### config.mk
export PLATFORM = sky130hd
export DESIGN_NAME = pipeline_hazard_ctrl
export DESIGN_NICKNAME = d
export VERILOG_FILES = /design/src/rtl/pipeline_hazard_ctrl.sv
export SDC_FILE = /design/constraint.sdc
export NUM_CORES = 1
export LEC_CHECK = 0
export CORE_MARGIN = 2
export CORE_UTILIZATION = 28
export CTS_CLUSTER_DIAMETER = 150
export DETAILED_ROUTE_END_ITERATION = 7
export PLACE_DENSITY_LB_ADDON = 0.1
export SKIP_CTS_REPAIR_TIMING = 1
export SLEW_MARGIN = 15
export SYNTH_ARGS = -nofsm -noshare
export SYNTH_HDL_FRONTEND = slang
export SYNTH_SLANG_ARGS = --single-unit
### constraint.sdc
create_clock -name CLK -period 2 [get_ports CLK]
set_input_delay 0.3 -clock CLK [delete_from_list [all_inputs] [get_ports CLK]]
set_output_delay 0.3 -clock CLK [all_outputs]
set_load 0.1 [all_outputs]
### src/rtl/pipeline_hazard_ctrl.sv
// Hazard/stall sequencer for the 5-stage core: latch enables and flushes, memory-port arbitration, halt drain.
// Optional build macro PERF_CNT_EN adds saturating stall-cycle and flush-event counters.
module pipeline_hazard_ctrl #(
    parameter int REGW = 5,
    parameter int CNTW = 32
) (
    input  logic            CLK,
    input  logic            nRST,
    input  logic            ihit,
    input  logic            dhit,
    input  logic            mem_dREN,
    input  logic            mem_dWEN,
    input  logic            ex_dREN,
    input  logic [REGW-1:0] ex_wsel,
    input  logic [REGW-1:0] id_rs,
    input  logic [REGW-1:0] id_rt,
    input  logic            id_uses_rt,
    input  logic            id_jump,
    input  logic            id_halt,
    input  logic            ex_branch_taken,
    input  logic            wb_halt,
    output logic            imem_ren,
    output logic            dmem_req,
    output logic            pc_en,
    output logic            ifid_en,
    output logic            idex_en,
    output logic            exmem_en,
    output logic            memwb_en,
    output logic            ifid_flush,
    output logic            idex_flush,
    output logic            exmem_flush,
    output logic            halted,
    output logic [CNTW-1:0] stall_cycles,
    output logic [CNTW-1:0] flush_count
);

    typedef enum logic [1:0] {
        RUN     = 2'd0,
        MEMWAIT = 2'd1,
        DRAIN   = 2'd2,
        HALTED  = 2'd3
    } state_t;

    state_t state_q, state_d;
    logic   ret_drain_q, ret_drain_d;
    logic   mem_op;
    logic   mem_pend;
    logic   lu;

    assign mem_op   = mem_dREN | mem_dWEN;
    assign mem_pend = mem_op & ~dhit;
    assign lu       = ex_dREN & (ex_wsel != '0) &
                      ((ex_wsel == id_rs) | (id_uses_rt & (ex_wsel == id_rt)));
    assign halted   = (state_q == HALTED);

    always_comb begin
        state_d     = state_q;
        ret_drain_d = ret_drain_q;
        imem_ren    = 1'b0;
        dmem_req    = 1'b0;
        pc_en       = 1'b0;
        ifid_en     = 1'b0;
        idex_en     = 1'b0;
        exmem_en    = 1'b0;
        memwb_en    = 1'b0;
        ifid_flush  = 1'b0;
        idex_flush  = 1'b0;
        exmem_flush = 1'b0;

        case (state_q)
            RUN: begin
                if (mem_pend) begin
                    // Data access owns the single port until it completes.
                    dmem_req    = 1'b1;
                    ret_drain_d = 1'b0;
                    state_d     = MEMWAIT;
                end else begin
                    imem_ren = 1'b1;
                    dmem_req = mem_op;
                    if (ihit) begin
                        if (ex_branch_taken) begin
                            pc_en      = 1'b1;
                            ifid_en    = 1'b1;
                            idex_en    = 1'b1;
                            exmem_en   = 1'b1;
                            memwb_en   = 1'b1;
                            ifid_flush = 1'b1;
                            idex_flush = 1'b1;
                        end else if (lu) begin
                            idex_en    = 1'b1;
                            idex_flush = 1'b1;
                            exmem_en   = 1'b1;
                            memwb_en   = 1'b1;
                        end else begin
                            pc_en      = 1'b1;
                            ifid_en    = 1'b1;
                            idex_en    = 1'b1;
                            exmem_en   = 1'b1;
                            memwb_en   = 1'b1;
                            ifid_flush = id_jump;
                            if (id_halt) begin
                                state_d = DRAIN;
                            end
                        end
                    end
                end
            end

            DRAIN: begin
                if (wb_halt) begin
                    dmem_req   = mem_op;
                    ifid_en    = 1'b1;
                    ifid_flush = 1'b1;
                    idex_en    = 1'b1;
                    exmem_en   = 1'b1;
                    memwb_en   = 1'b1;
                    state_d    = HALTED;
                end else if (mem_pend) begin
                    dmem_req    = 1'b1;
                    ret_drain_d = 1'b1;
                    state_d     = MEMWAIT;
                end else if (ex_branch_taken) begin
                    // A taken branch older than the halt cancels the halt.
                    dmem_req   = mem_op;
                    pc_en      = 1'b1;
                    ifid_en    = 1'b1;
                    idex_en    = 1'b1;
                    exmem_en   = 1'b1;
                    memwb_en   = 1'b1;
                    ifid_flush = 1'b1;
                    idex_flush = 1'b1;
                    state_d    = RUN;
                end else begin
                    dmem_req   = mem_op;
                    ifid_en    = 1'b1;
                    ifid_flush = 1'b1;
                    idex_en    = 1'b1;
                    exmem_en   = 1'b1;
                    memwb_en   = 1'b1;
                end
            end

            MEMWAIT: begin
                dmem_req = 1'b1;
                if (dhit) begin
                    memwb_en    = 1'b1;
                    exmem_en    = 1'b1;
                    exmem_flush = 1'b1;
                    state_d     = ret_drain_q ? DRAIN : RUN;
                end
            end

            default: begin
                state_d = HALTED;
            end
        endcase
    end

    always_ff @(posedge CLK or negedge nRST) begin
        if (!nRST) begin
            state_q     <= RUN;
            ret_drain_q <= 1'b0;
        end else begin
            state_q     <= state_d;
            ret_drain_q <= ret_drain_d;
        end
    end

`ifdef PERF_CNT_EN
    logic [CNTW-1:0] stall_cycles_q, stall_cycles_d;
    logic [CNTW-1:0] flush_count_q, flush_count_d;

    always_comb begin
        stall_cycles_d = stall_cycles_q;
        flush_count_d  = flush_count_q;
        if (!pc_en && (state_q != HALTED) && !(&stall_cycles_q)) begin
            stall_cycles_d = stall_cycles_q + CNTW'(1);
        end
        if ((ifid_flush | idex_flush | exmem_flush) && !(&flush_count_q)) begin
            flush_count_d = flush_count_q + CNTW'(1);
        end
    end

    always_ff @(posedge CLK or negedge nRST) begin
        if (!nRST) begin
            stall_cycles_q <= '0;
            flush_count_q  <= '0;
        end else begin
            stall_cycles_q <= stall_cycles_d;
            flush_count_q  <= flush_count_d;
        end
    end

    assign stall_cycles = stall_cycles_q;
    assign flush_count  = flush_count_q;
`else
    assign stall_cycles = '0;
    assign flush_count  = '0;
`endif

endmodule

==> impl_metrics.yaml <==
cells_and_area:
  layout.nets: 212
  layout.filler_cells: 345
  post-route-util: 0.461
  layout_common_cells: "sky130_fd_sc_hd__conb_1, sky130_fd_sc_hd__dlymetal6s2s_1, sky130_fd_sc_hd__buf_4, sky130_fd_sc_hd__buf_12, sky130_fd_sc_hd__xnor2_1"
  final-seq-area_um2: 75.1
  finish.instance_area_mm2: 0.00151
  diodes: 0
  flow.area_growth_from_synthesis_pct: 61.4
  layout.cells.most_common: "sky130_fd_sc_hd__conb_1"
  fraction_of_final_layout_cells_with_drive_strength_greater_than_1: 0.272
  area_of_the_multi_input_gates_um2: 687
synth:
  synth.avg_cell_area_um2: 7.15
  synth_area_um2: 937
  ys_seq_elements: 3
  proportion_of_synthesized_chip_area_in_sequential_cells: 0.0801
  synth_warnings: 0
  synth.distinct_cells: 27
  syn_inst: 131
power:
  ir_drop_mv: 0.714
  p_leak_nw: 0.800
  post-layout-total-power_mw: 2.22
  pwrdens_mw_per_mm2: 1470
die:
  starting_density_of_the_core: 0.285
  num_rows: 21
  design.die.area_mm2: 0.00383
  coreArea_mm2: 0.00328
  die-height_um: 61.9
  boundaryPins: 102
  die_w_um: 61.9
grt:
  grt_use_total: 0.0945
  first_global_vias: 686
  grt_antenna_before_repair: 0
  grt_pass1_wl_um: 2680
  global_route.overflow_total: 0
  maximum_number_of_pins_on_one_net_before_global_route_repair: 13
critical_path:
  crit_required_ns: 1.70
  critical_path_class: "in2out"
  critical_r2r_launch: "state_q[0]$_DFFE_PN0P_"
  worst-endpoint-arrival_ns: 1.77
  cp-startpoint: "ex_wsel[4]"
  cp-start-kind: "input pin"
  critical_path.max_fanout: 3
  critical_path.endpoint_type: "output port"
clocking:
  clock_tree_from_tritoncts: "done"
  htree_levels: 1
  cts_inserted_buffers: 3
  cts-root-to-sink-buffers: 2
  cts_sinks: 3
  clkSlewWorstSetupHoldPaths_ns: 0.03
  clk-insertion-delay-late_ns: 0.23
  root_buffer_selected_by_cts: "sky130_fd_sc_hd__clkbuf_4"
drt:
  num_vias: 838
  post_drt_wl_per_cell_um: 8.83
  route.final.wire_length_um: 2030
  antenna_viol_nets_final: 0
  routed_via_density: 3.64
  route.detailed.drc: 0
  drt_first_iter_violations: 2
  drt_pass1_iterations: 2
timing:
  rsz_0062_raised_after_global_routing: "yes"
  fin_worst_hold_slack_ns: 0.248
  slew_viols_final: 0
  final_min_period_over_clock_period: 1.04
  finalWorstPathRequiredPeriod_ns: 2.07
  tns_ns: -0.0989
  setup-violations-final: 2
  timing.fmax_mhz: 482
  hold_violations: 0
  clock_skew_ns: 0.000112
  setup_slack_ns: -0.0750
min_path:
  hold_path_class: "in2async"
place:
  place_hpwl_um: 1790
  placer_congestion: 0.772
  placement.io_buffers: 37
  place_area_mm2: 0.00140
flow_run:
  max_cap_viol_count: 0
status:
  status: "finished with violations"
  violations: "setup timing"
==> stage by stage <==
step | instances | worst slack [ns]
after floorplan | 194 | -0.369
after global placement | 224 | -0.425
after detailed placement | 224 | -0.453
after CTS | 228 | -0.460
after global routing | 230 | -0.105
final | 230 | -0.0750
==> worst max-delay path, cell delays in order <==
cell                       delay (ns)
sky130_fd_sc_hd__buf_6           0.09
sky130_fd_sc_hd__or4_1           0.52
sky130_fd_sc_hd__o21a_1          0.21
sky130_fd_sc_hd__and2_4          0.16
sky130_fd_sc_hd__a211oi_4        0.27
sky130_fd_sc_hd__buf_12          0.21
==> path summary, 6_finish.rpt <==
kind                       cells after the start                      end  slack [ns]
setup / recovery                               6                    pc_en       -0.07
hold / removal                                 1   state_q[1]$_DFFE_PN0P_        0.25
setup reg to reg                               4   state_q[0]$_DFFE_PN0P_        0.71
hold reg to reg                                1  ret_drain_q$_DFFE_PN0P_        0.50
max in group asynchronous                      1  ret_drain_q$_DFFE_PN0P_        1.62
min in group CLK                               1  ret_drain_q$_DFFE_PN0P_        0.50
==> state kept, by name (all words and copies together), names as in the netlist <==
name,cells
state_q,2
ret_drain_q,1
==> per-layer routing <==
| metal | vias up | global-route usage | share of wire |
|---|---|---|---|
| met4 | 0 | 0.0365 | 0.0084 |
| met2 | 56 | 0.183 | 0.55 |
| met3 | 2 | 0.0186 | 0.11 |
| met1 | 377 | 0.0984 | 0.33 |
| li1 | 403 | - | - |
| met5 | - | 0 | 0 |
==> area by class of cell <==
| cell class | instances | share of cell area |
|---|---|---|
| clock buffers | 4 | 0.0174 |
| inverters | 3 | 0.00993 |
| multi-input cells | 121 | 0.454 |
| flip-flops and latches | 3 | 0.0496 |
| repair buffers | 53 | 0.431 |
| well taps | 46 | 0.0380 |
==> power by group <==
part	switching (mW)	internal [mW]	total (mW)
registers	0.0396	0.0889	0.129
logic	1.44	0.547	1.98
clock network	0.0300	0.0747	0.105
==> cell usage after synthesis, drive strengths merged <==
master	instances	area (um^2)
a211oi	1	12.5
a21o	1	7.51
a21oi	7	35.0
a22oi	1	7.51
and2	2	15.0
buf	65	488
clkbuf	2	7.51
conb	1	3.75
dfrtp	3	75.1
inv	3	11.3
nand2	7	26.3
nand2b	1	6.26
nand3	2	10.0
nand4	2	12.5
nor2	9	33.8
nor2b	1	6.26
nor3	2	10.0
o211ai	1	7.51
o21a	2	15.0
o21ai	2	10.0
o21bai	1	11.3
o22ai	2	12.5
o31ai	1	7.51
o32a	1	10.0
or4	1	7.51
xnor2	10	87.6
==> logic make-up after synthesis <==
| kind of cell | synth area share |
|---|---|
| AO/OA/AOI/OAI | 0.146 |
| AND/OR/NAND/NOR | 0.136 |
| flip-flops | 0.0801 |
| buffers and inverters | 0.541 |
| XOR/XNOR | 0.0935 |
| other | 0.00400 |
(Power assumes the default switching activity.)
